--- config.mk ---
export PLATFORM = sky130hd
export DESIGN_NAME = desrotaciona_linhas
export DESIGN_NICKNAME = d
export VERILOG_FILES = /design/src/rtl/desrotaciona_linhas.sv
export SDC_FILE = /design/constraint.sdc
export NUM_CORES = 1
export LEC_CHECK = 0
export ABC_AREA = 1
export ABC_CLOCK_PERIOD_IN_PS = 1670
export BUFFER_PORTS_ARGS = -buffer_cell sky130_fd_sc_hd__buf_2
export CORE_UTILIZATION = 45
export CTS_BUF_LIST = sky130_fd_sc_hd__clkbuf_4 sky130_fd_sc_hd__clkbuf_8
export CTS_CLUSTER_SIZE = 24
export DETAILED_ROUTE_END_ITERATION = 6
export HOLD_SLACK_MARGIN = 0.03
export PLACE_DENSITY = 0.68
export SLEW_MARGIN = 30
export SYNTH_ARGS = -nofsm -noshare
export SYNTH_HDL_FRONTEND = slang
export SYNTH_SLANG_ARGS = --single-unit
--- constraint.sdc ---
create_clock -name clk -period 1.67 [get_ports clk]
set_input_delay 0.167 -clock clk [delete_from_list [all_inputs] [get_ports clk]]
set_output_delay 0.167 -clock clk [all_outputs]
set_load 0.005 [all_outputs]
--- src/rtl/desrotaciona_linhas.sv ---
// AES inverse row rotation (forward too with ROTACAO_BIDIRECIONAL_EN), one row rewritten per cycle.
// Latency: accept at edge k, saida_valida high after edge k+4; no combinational bloco->saida path.
// Backpressure: result held in PRONTO until saida_pronta; entrada_pronta only in OCIOSO.
module desrotaciona_linhas (
  input  logic         clk,
  input  logic         rst,
  input  logic [127:0] bloco,
  input  logic         entrada_valida,
  output logic         entrada_pronta,
  output logic [127:0] saida,
  output logic         saida_valida,
  input  logic         saida_pronta,
`ifdef ROTACAO_BIDIRECIONAL_EN
  input  logic         modo,
`endif
  output logic         ocupado
);

  typedef enum logic [1:0] {
    OCIOSO   = 2'd0,
    PROCESSA = 2'd1,
    PRONTO   = 2'd2
  } estado_t;

  estado_t        estado_q, estado_d;
  logic [127:0]   trab_q, trab_d;
  logic [127:0]   saida_q, saida_d;
  logic [1:0]     linha_q, linha_d;
  logic [127:0]   trab_novo;
  logic           direto;

  // Rotate a 32-bit row by r bytes; column 0 sits in the MSB byte.
  function automatic logic [31:0] gira(input logic [31:0] w, input logic [1:0] r,
                                       input logic fwd);
    logic [31:0] o;
    case (r)
      2'd1:    o = fwd ? {w[23:0], w[31:24]} : {w[7:0], w[31:8]};
      2'd2:    o = {w[15:0], w[31:16]};
      2'd3:    o = fwd ? {w[7:0], w[31:8]} : {w[23:0], w[31:24]};
      default: o = w;
    endcase
    return o;
  endfunction

`ifdef ROTACAO_BIDIRECIONAL_EN
  logic modo_q, modo_d;

  always_comb begin
    modo_d = modo_q;
    if (estado_q == OCIOSO && entrada_valida)
      modo_d = modo;
  end

  always_ff @(posedge clk) begin
    if (rst) modo_q <= 1'b0;
    else     modo_q <= modo_d;
  end

  assign direto = modo_q;
`else
  assign direto = 1'b0;
`endif

  // State register
  always_ff @(posedge clk) begin
    if (rst) estado_q <= OCIOSO;
    else     estado_q <= estado_d;
  end

  // Next-state logic
  always_comb begin
    estado_d = estado_q;
    case (estado_q)
      OCIOSO:   if (entrada_valida) estado_d = PROCESSA;
      PROCESSA: if (linha_q == 2'd3) estado_d = PRONTO;
      PRONTO:   if (saida_pronta) estado_d = OCIOSO;
      default:  estado_d = OCIOSO;
    endcase
  end

  // Output logic
  always_comb begin
    entrada_pronta = 1'b0;
    ocupado        = 1'b0;
    saida_valida   = 1'b0;
    case (estado_q)
      OCIOSO:   entrada_pronta = 1'b1;
      PROCESSA: ocupado        = 1'b1;
      PRONTO:   saida_valida   = 1'b1;
      default:  entrada_pronta = 1'b0;
    endcase
  end

  assign saida = saida_q;

  // Working register with only the row selected by linha_q rewritten.
  always_comb begin
    trab_novo = trab_q;
    for (int r = 0; r < 4; r++) begin
      if (linha_q == 2'(r))
        trab_novo[127-32*r -: 32] = gira(trab_q[127-32*r -: 32], 2'(r), direto);
    end
  end

  always_comb begin
    trab_d  = trab_q;
    linha_d = linha_q;
    saida_d = saida_q;
    case (estado_q)
      OCIOSO: begin
        if (entrada_valida) begin
          trab_d  = bloco;
          linha_d = 2'd0;
        end
      end
      PROCESSA: begin
        trab_d  = trab_novo;
        linha_d = linha_q + 2'd1;
        if (linha_q == 2'd3)
          saida_d = trab_novo;
      end
      default: begin
        trab_d = trab_q;
      end
    endcase
  end

  always_ff @(posedge clk) begin
    if (rst) begin
      trab_q  <= '0;
      linha_q <= 2'd0;
      saida_q <= '0;
    end else begin
      trab_q  <= trab_d;
      linha_q <= linha_d;
      saida_q <= saida_d;
    end
  end

endmodule

==> impl_metrics.json, run 1 <==
{
  "power.share.sequential_pct": 45.2,
  "synth.yosys.warnings": 0,
  "total_switching_power_w": 0.00380,
  "hp-class": "in2reg",
  "run_status": "completed",
  "cp_slowest_cell": "sky130_fd_sc_hd__dfxtp_4",
  "hp-start": "rst",
  "timing.clock.skew_ns": 0.0117,
  "seq_area_frac_synth_pct": 45.4,
  "dp_cells": 2271,
  "worstMarginPinSlew_ns": 0.481,
  "pre_cts_slack_ns": 0.0718,
  "core_area_mm2": 0.0251,
  "cells_traversed_along_the_worst_timing_path": "nor2_4 > buf_12 > buf_2",
  "start_util_pct": 45.7,
  "antenna_diode_count": 0,
  "report.final.setup_viol": 0,
  "post-synth-top-area-fraction_pct": 45.4,
  "dpl.hpwl_um": 21200,
  "syn2layout_area_growth_pct": 36.0,
  "fp-row-count": 58,
  "cts_tree": "done",
  "die-area_mm2": 0.0261,
  "synth_area_per_cell_um2": 6.51,
  "grt_first_pass_wirelength_um": 58000,
  "drive_gt1_share_pct": 18.7,
  "power_frac_clock_pct": 42.5,
  "max-cap-violations": 0,
  "max_freq_ghz": 0.633,
  "synthArstFlopShare_pct": 0,
  "antenna_violations_before_repair": 0,
  "timing.critical_path.fanout_max": 24,
  "grt_use_total_pct": 27.3,
  "layout_commonest_cell": "sky130_fd_sc_hd__nand2_1",
  "routabilityCongestion": 0.820,
  "layout.filler_cells": 2349,
  "synth.top_cells.by_area": "sky130_fd_sc_hd__dfxtp_1 (45%), sky130_fd_sc_hd__nand2_1 (25%), sky130_fd_sc_hd__nand3_1 (8.4%), sky130_fd_sc_hd__a21oi_1 (4.3%), sky130_fd_sc_hd__nor2_1 (4.3%)",
  "critPathArrivalTime_ns": 1.41,
  "timing.final.crit_share_pct": 94.6,
  "slew-limit-headroom_pct": 67.9,
  "drc_errors": 0,
  "detail_route.wl_per_cell_um": 14.6,
  "layout_common_cells": "sky130_fd_sc_hd__nand2_1 (772), sky130_fd_sc_hd__buf_2 (259), sky130_fd_sc_hd__dfxtp_1 (257)",
  "power_report.internal_total_w": 0.0109,
  "cts_buffer_depth": 3,
  "power.share.switching_pct": 25.9,
  "die-height_um": 162,
  "totalNegativeSetupSlack_ns": 0,
  "power_per_cell_area_mw_per_mm2": 940,
  "ios": 263,
  "critical-path-max-stage-delay_ns": 0.37,
  "synthesis.area_mm2": 0.0115,
  "worst-endpoint-required_ns": 1.50,
  "drt_iter0_drc": 838,
  "cp-end-kind": "output port",
  "power_frac_comb_pct": 12.3,
  "postRouteWirelength_um": 36300,
  "clock_sinks": 260,
  "design.final.nets": 2263,
  "fin_ws_ns": 0.0902,
  "synth_top_area_cell": "sky130_fd_sc_hd__dfxtp_1",
  "netlist_instances": 1761,
  "clock_tree.htree_level_count": 2,
  "insertion_delay_of_the_later_clocked_pin_in_the_worst_skew_pair_ns": 0.55,
  "synth_top_flop_cell": "sky130_fd_sc_hd__dfxtp_1",
  "routed-via-count": 12400,
  "finish.cell_count_without_fillers": 2489,
  "worst_path_dominant_cell_family": "flip-flops",
  "placement.io_buffers": 262,
  "critical_path_class": "reg2out",
  "synth-seq-cells": 260,
  "synth_edf_count": 0,
  "cts_inserted_buffers": 45,
  "ys_types": 17,
  "timing.critical_path.from_type": "flip-flop",
  "drt_pre_antenna_iters": 7,
  "drt.antenna.violating_nets": 0,
  "routed_via_density": 5.00,
  "startpoint": "estado_q[0]",
  "path_clk_slew_ns": 0.06,
  "chipWidth_um": 162,
  "root_buffer": "sky130_fd_sc_hd__clkbuf_8",
  "leakagePower_nw": 8.02,
  "period_minus_slack_ns": 1.58,
  "final-max-slew-violation-count": 0,
  "global_route.overflow_total": 0,
  "syn_nets": 1899,
  "timing.critical_path.buf_inv": 2,
  "grt_pass1_vias": 11900,
  "hold_violations": 0,
  "maximum_number_of_pins_on_one_net_before_global_route_repair": 100,
  "ir_drop_mv": 0.713,
  "rr_startpoint": "linha_q[1]"
}
-- path summary, 6_finish.rpt --
check	to	slack [ns]	cells after the start
setup / recovery	entrada_pronta	0.09	3
hold / removal	trab_q[90]	0.08	4
setup reg to reg	saida[51]	0.12	7
hold reg to reg	saida[21]	0.45	2
-- through the flow --
| stage | hold slack, ns | util [%] | power [W] | area (um^2) |
|---|---|---|---|---|
| after CTS | 0.0664 | 61.9 | 0.0148 | 15500 |
| after detailed placement | 0.424 | 52.3 | 0.00823 | 13100 |
| after global routing | 0.101 | 62.1 | 0.0153 | 15600 |
| final | 0.0840 | 62.1 | 0.0147 | 15600 |
| after floorplan | 0.333 | - | 0.00767 | 11500 |
| after global placement | 0.417 | 52.3 | 0.00821 | 13100 |
-- registers in the layout, indices dropped and copies added, names as in the netlist --
| signal | cells |
|---|---|
| trab_q | 128 |
| estado_q | 2 |
| saida | 128 |
| linha_q | 2 |
-- what timing repair did --
item | 4_1_cts | 5_1_grt
endpoints found under the setup margin | 2 | 117
setup buffers | 1 | 3
pin swaps | 1 | 1
gates resized for setup | 9 | 3
endpoints found under the hold margin | 129 | 0
hold buffers | 129 | 0
cloned | 3 | 2
-- layout make-up --
class | count | area [um^2] | area share, %
multi-input cells | 1271 | 5310 | 34.1
flip-flops and latches | 260 | 5210 | 33.4
repair buffers | 438 | 3240 | 20.8
clock buffers | 72 | 910 | 5.83
inverters | 109 | 422 | 2.70
well taps | 330 | 413 | 2.65
clock inverters | 9 | 80.1 | 0.514
-- cells in the mapped netlist, types with 2 or more instances --
library cell and instances:
sky130_fd_sc_hd__inv_2 2, sky130_fd_sc_hd__dfxtp_1 260, sky130_fd_sc_hd__a21oi_1 99, sky130_fd_sc_hd__inv_1 106
sky130_fd_sc_hd__nand3_1 192, sky130_fd_sc_hd__clkbuf_1 51, sky130_fd_sc_hd__ha_1 6, sky130_fd_sc_hd__nor2_1 132
sky130_fd_sc_hd__buf_2 52, sky130_fd_sc_hd__buf_1 5, sky130_fd_sc_hd__nand2_1 774, sky130_fd_sc_hd__o21ai_0 65
sky130_fd_sc_hd__buf_4 13
-- worst reg2reg max path: stages (launching register included) --
cell and delay [ns]:
sky130_fd_sc_hd__dfxtp_1 0.41, sky130_fd_sc_hd__ha_1 0.28, sky130_fd_sc_hd__inv_2 0.07, sky130_fd_sc_hd__nor2_4 0.10
sky130_fd_sc_hd__buf_4 0.16, sky130_fd_sc_hd__clkbuf_16 0.23, sky130_fd_sc_hd__nand2_1 0.09, sky130_fd_sc_hd__a21oi_1 0.13
-- power by group through the flow --
stage / logic (W) / registers [W] / clock network (W)
after floorplan: 0.000970 / 0.00670 / 0
after global placement: 0.00146 / 0.00675 / 0
after detailed placement: 0.00148 / 0.00675 / 0
after CTS: 0.00179 / 0.00662 / 0.00635
after global routing: 0.00202 / 0.00666 / 0.00665
final: 0.00180 / 0.00663 / 0.00623
-- metal layers --
layer	up-vias	track usage (%)	share of wire, %
li1	6205	-	-
met1	5697	35.6	43
met2	478	45.6	47
met3	69	4.34	7.0
met4	0	9.73	2.6
met5	-	0	0
-- logic make-up (layout without fill, tap and decap cells) --
family	count (synthesis)	in the layout	synth area share, %
simple gates	1100	1100	38.2
flops	260	260	45.4
buf+inv	230	628	8.52
compound gates	165	165	7.23
fa+ha+maj	6	6	0.655
Power figures use the tool's default switching activity.
==> inputs of run 2 (changes only) <==
--- a/config.mk
+++ b/config.mk
@@ -12,2 +12,3 @@
 export CTS_BUF_LIST = sky130_fd_sc_hd__clkbuf_4 sky130_fd_sc_hd__clkbuf_8
+export CTS_CLUSTER_DIAMETER = 120
 export CTS_CLUSTER_SIZE = 24
@@ -16,3 +17,2 @@
 export PLACE_DENSITY = 0.68
-export SLEW_MARGIN = 30
 export SYNTH_ARGS = -nofsm -noshare
==> constraint.sdc (replaced) <==
create_clock -name clk -period 1.67 [get_ports clk]
set_input_delay 0.334 -clock clk [delete_from_list [all_inputs] [get_ports clk]]
set_output_delay 0.334 -clock clk [all_outputs]
set_load 0.005 [all_outputs]
==> run 2 against run 1 <==
  * Hold slack lost 0.017 ns
  * First-iteration DRC count grew 26%
  * Routed wire length down 6.1%
==> impl_metrics.json, run 2 (synthesized netlist as in run 1, its figures left out) <==
{
  "run_status": "completed",
  "layout.filler_cells": 2509,
  "path_clk_slew_ns": 0.14,
  "placement.io_buffers": 262,
  "worstMarginPinSlew_ns": 0.470,
  "clock_sinks": 260,
  "layout_commonest_cell": "sky130_fd_sc_hd__nand2_1",
  "report.final.setup_viol": 0,
  "grt_pass1_vias": 10600,
  "routabilityCongestion": 0.831,
  "timing.clock.skew_ns": 0.0181,
  "grt_use_total_pct": 25.0,
  "timing.reg2reg.setup_slack_ns": 0.12,
  "insertion_delay_of_the_later_clocked_pin_in_the_worst_skew_pair_ns": 0.53,
  "total_switching_power_w": 0.00305,
  "holdPathEnd": "trab_q[98]",
  "finish.cell_count_without_fillers": 2303,
  "postRouteWirelength_um": 34100,
  "leakagePower_nw": 7.11,
  "power_report.internal_total_w": 0.00803,
  "die-area_mm2": 0.0261,
  "power_frac_comb_pct": 14.0,
  "routed-via-count": 11600,
  "cts_buffer_depth": 3,
  "start_util_pct": 45.7,
  "drt_iter0_drc": 1059,
  "hp-class": "in2reg",
  "drt.antenna.violating_nets": 0,
  "cp-end-kind": "output port",
  "hold_violations": 0,
  "detail_route.wl_per_cell_um": 14.8,
  "antenna_violations_before_repair": 0,
  "critPathArrivalTime_ns": 1.26,
  "antenna_diode_count": 0,
  "root_buffer": "sky130_fd_sc_hd__clkbuf_8",
  "ff_latch_area_mm2": 0.00521,
  "grt_setup_unrepaired": "no",
  "multi_input_area_mm2": 0.00532,
  "grt_first_pass_wirelength_um": 53700,
  "ir_drop_mv": 0.685,
  "count_of_cells_along_the_worst_hold_path": 3,
  "dp_cells": 2270,
  "dpl.hpwl_um": 21300,
  "worst-endpoint-required_ns": 1.34,
  "timing.critical_path.from_type": "flip-flop",
  "die-height_um": 162,
  "reg2regPathDepth": 6,
  "drt_pre_antenna_iters": 5,
  "period_minus_slack_ns": 1.60,
  "critical_path_class": "reg2out",
  "routed_via_density": 5.06,
  "clock_tree.htree_level_count": 1,
  "slew-limit-headroom_pct": 68.7,
  "drc_errors": 0,
  "whs_ns": 0.0674,
  "syn2layout_area_growth_pct": 19.1,
  "global_route.overflow_total": 0,
  "cts_inserted_buffers": 14,
  "layout_common_cells": "sky130_fd_sc_hd__nand2_1 (772), sky130_fd_sc_hd__buf_2 (260), sky130_fd_sc_hd__dfxtp_1 (257)",
  "final_core_util_pct": 54.4,
  "chipWidth_um": 162,
  "final-max-slew-violation-count": 0,
  "power_frac_clock_pct": 26.2,
  "placement.cell_area_mm2": 0.0131,
  "power_per_cell_area_mw_per_mm2": 812,
  "core_area_mm2": 0.0251,
  "design.final.nets": 2111,
  "fp-row-count": 58,
  "reg2reg_to": "saida[84]",
  "drive_gt1_share_pct": 17.3,
  "hp-start": "bloco[98]",
  "timing.final.crit_share_pct": 95.7,
  "totalNegativeSetupSlack_ns": 0,
  "max-cap-violations": 0,
  "timing.critical_path.fanout_max": 4,
  "power.share.switching_pct": 27.6,
  "maximum_number_of_pins_on_one_net_before_global_route_repair": 100,
  "postLayoutCellArea_mm2": 0.0137,
  "rr_startpoint": "linha_q[1]",
  "cts_tree": "done",
  "ios": 263,
  "power.share.sequential_pct": 59.8,
  "max_freq_ghz": 0.626
}
## run 2: area by class of cell
class,count,share of cell area (%)
Clock buffer,15,1.51
Clock inverter,1,0.220
Inverter,109,3.10
Multi-Input combinational cell,1271,39.0
Sequential cell,260,38.2
Tap cell,330,3.02
Timing Repair Buffer,317,15.0
## run 2: critical path: stages, from the launching register on
cell and delay [ns]:
sky130_fd_sc_hd__dfxtp_4 0.41, sky130_fd_sc_hd__nor2_4 0.12, sky130_fd_sc_hd__buf_12 0.12, sky130_fd_sc_hd__buf_2 0.10
## run 2: worst max path at each step
stage / slack (ns) / end / cells after the start / start
after floorplan: 0.15 / trab_q[58] / 11 / linha_q[0]
after detailed placement: 0.02 / saida[37] / 7 / linha_q[0]
after global placement: 0.05 / saida[44] / 7 / linha_q[0]
final: 0.07 / entrada_pronta / 3 / estado_q[0]
after global routing: 0.005 / ocupado / 4 / estado_q[1]
after CTS: 0.007 / entrada_pronta / 3 / estado_q[0]
## run 2: power groups by stage
stage | Clock [W] | Combinational, W | Sequential [W]
floorplan | 0 | 0.000970 | 0.00670
global placement | 0 | 0.00148 | 0.00674
detailed placement | 0 | 0.00149 | 0.00675
CTS | 0.00298 | 0.00155 | 0.00662
global route | 0.00319 | 0.00176 | 0.00665
finish | 0.00290 | 0.00156 | 0.00662
## run 2: layer usage
layer / track usage (%) / vias to the layer above / part of all wire [%]
met5: 0 / - / 0
met4: 5.45 / 0 / 1.4
met3: 3.75 / 31 / 7.8
met2: 40.7 / 408 / 45
met1: 34.9 / 5348 / 45
li1: - / 5859 / -
## run 2: repair_timing
item | in CTS | in global routing
buffers inserted | 4 | 2
gates cloned | 1 | 3
endpoints found under the hold margin | 7 | 0
pin swaps | 1 | 1
setup endpoints to repair | 34 | 84
hold buffers | 7 | 0
gates resized for setup | 10 | 4
## run 2: metrics by stage
stage / total power (W) / worst slack [ns]
after floorplan: 0.00767 / 0.149
after global placement: 0.00822 / 0.0529
after detailed placement: 0.00825 / 0.0190
after CTS: 0.0112 / 0.00725
after global routing: 0.0116 / 0.00511
final: 0.0111 / 0.0718
==> inputs of run 3 (changes only) <==
- CTS_BUF_LIST: sky130_fd_sc_hd__clkbuf_4 sky130_fd_sc_hd__clkbuf_8 -> default
==> run 3 against run 2 <==
  * Clock skew fell by 0.0059 ns
  * Setup slack got worse by 0.0080 ns
  * Combinational power barely moved
  * Routed wire length fell by 0.58%
  * Largest power group unchanged
  * Sequential power barely moved
  * Total power rose by 8.1%
  * Cell count fell by 0.17%
  * Critical path depth rose by 1
==> impl_metrics.json, run 3 (synthesized netlist as in run 1, its figures left out) <==
{
  "drive_gt1_share_pct": 17.5,
  "syn2layout_area_growth_pct": 19.8,
  "cts_buffer_depth": 3,
  "pre_cts_slack_ns": 0.0190,
  "die-area_mm2": 0.0261,
  "antenna_violations_before_repair": 1,
  "fin_ws_ns": 0.0639,
  "drt_iter0_drc": 1051,
  "cp-end-kind": "output port",
  "timing.clock.skew_ns": 0.0122,
  "layout_common_cells": "sky130_fd_sc_hd__nand2_1 (772), sky130_fd_sc_hd__buf_2 (260), sky130_fd_sc_hd__dfxtp_1 (257)",
  "timing.final.crit_share_pct": 96.2,
  "layout_commonest_cell": "sky130_fd_sc_hd__nand2_1",
  "core_area_mm2": 0.0251,
  "placement.io_buffers": 262,
  "critPathArrivalTime_ns": 1.27,
  "start_util_pct": 45.7,
  "timing.reg2reg.setup_slack_ns": 0.13,
  "cts_tree": "done",
  "whs_ns": 0.0952,
  "antenna_diode_count": 0,
  "routabilityCongestion": 0.831,
  "hp-start": "bloco[127]",
  "maximum_number_of_pins_on_one_net_before_global_route_repair": 100,
  "count_of_cells_along_the_worst_hold_path": 3,
  "routed_via_density": 5.06,
  "ios": 263,
  "worst-endpoint-required_ns": 1.34,
  "max-cap-violations": 0,
  "drt.antenna.violating_nets": 0,
  "detail_route.wl_per_cell_um": 14.7,
  "timing.critical_path.fanout_max": 6,
  "insertion_delay_of_the_later_clocked_pin_in_the_worst_skew_pair_ns": 0.49,
  "clock_sinks": 260,
  "grt_setup_unrepaired": "no",
  "power_per_cell_area_mw_per_mm2": 872,
  "path_clk_slew_ns": 0.09,
  "ir_drop_mv": 0.706,
  "report.final.setup_viol": 0,
  "grt_use_total_pct": 25.0,
  "reg2reg_to": "saida[105]",
  "rr_startpoint": "linha_q[1]",
  "dpl.hpwl_um": 21300,
  "final-max-slew-violation-count": 0,
  "clock_tree.htree_level_count": 1,
  "timing.critical_path.from_type": "flip-flop",
  "run_status": "completed",
  "drt_pre_antenna_iters": 5,
  "hp-class": "in2reg",
  "global_route.overflow_total": 0,
  "dp_cells": 2270,
  "cts_inserted_buffers": 14,
  "max_freq_ghz": 0.623,
  "design.final.nets": 2107,
  "drc_errors": 0,
  "hold_violations": 0,
  "routed-via-count": 11600,
  "leakagePower_nw": 7.16,
  "totalNegativeSetupSlack_ns": 0,
  "postRouteWirelength_um": 33900,
  "chipWidth_um": 162,
  "holdPathEnd": "trab_q[127]",
  "finish.cell_count_without_fillers": 2299,
  "critical_path_class": "reg2out",
  "root_buffer": "sky130_fd_sc_hd__clkbuf_16",
  "fp-row-count": 58,
  "die-height_um": 162,
  "grt_pass1_vias": 10600,
  "layout.filler_cells": 2487,
  "reg2regPathDepth": 6,
  "worstMarginPinSlew_ns": 0.479,
  "startpoint": "estado_q[1]",
  "period_minus_slack_ns": 1.61,
  "grt_first_pass_wirelength_um": 53700,
  "slew-limit-headroom_pct": 68.1
}
## run 3: power by group
group          total (W)  switching (W)  internal, W
Combinational    0.00156       0.000952     0.000607
Clock            0.00380        0.00203      0.00177
Sequential       0.00662       0.000184      0.00643
## run 3: metrics by stage
stage | area [um^2] | utilization [%] | power (W)
floorplan | 11500 | - | 0.00767
global placement | 13100 | 52.3 | 0.00822
detailed placement | 13100 | 52.3 | 0.00825
CTS | 13600 | 54.2 | 0.0120
global route | 13700 | 54.7 | 0.0125
finish | 13700 | 54.7 | 0.0120
## run 3: metal layers
metal,up-vias,track usage [%],routed length [um]
met5,-,0,13
met4,2,5.79,568
met3,41,3.57,2520
met2,420,40.9,15600
met1,5312,34.8,15200
li1,5864,-,-
## run 3: how the worst max path moves through the flow
stage	endpoint	slack, ns	depth (start not counted)
floorplan	trab_q[58]	0.15	11
global placement	saida[44]	0.05	7
detailed placement	saida[37]	0.02	7
CTS	entrada_pronta	0.02	3
global route	ocupado	0.008	4
finish	ocupado	0.06	4
## run 3: area by class of cell
class	count	area (um^2)	share of cell area [%]
clock inverter	1	30.0	0.219
tap	330	413	3.00
sequential	260	5210	37.9
clock buffer	15	375	2.73
timing repair buffer	313	1980	14.4
inverter	109	420	3.06
multi-input combinational	1271	5310	38.7
## run 3: repair_timing
action | in CTS | in global routing
gates cloned | 1 | 2
pin swaps | 1 | 0
setup buffers | 3 | 7
resized for setup | 7 | 3
hold buffers | 0 | 0
endpoints found under the setup margin | 14 | 78
## run 3: critical path: stages (launching register included)
cell	delay (ns)
sky130_fd_sc_hd__dfxtp_2	0.37
sky130_fd_sc_hd__inv_2	0.07
sky130_fd_sc_hd__nand2_2	0.11
sky130_fd_sc_hd__clkinv_4	0.09
sky130_fd_sc_hd__buf_2	0.15
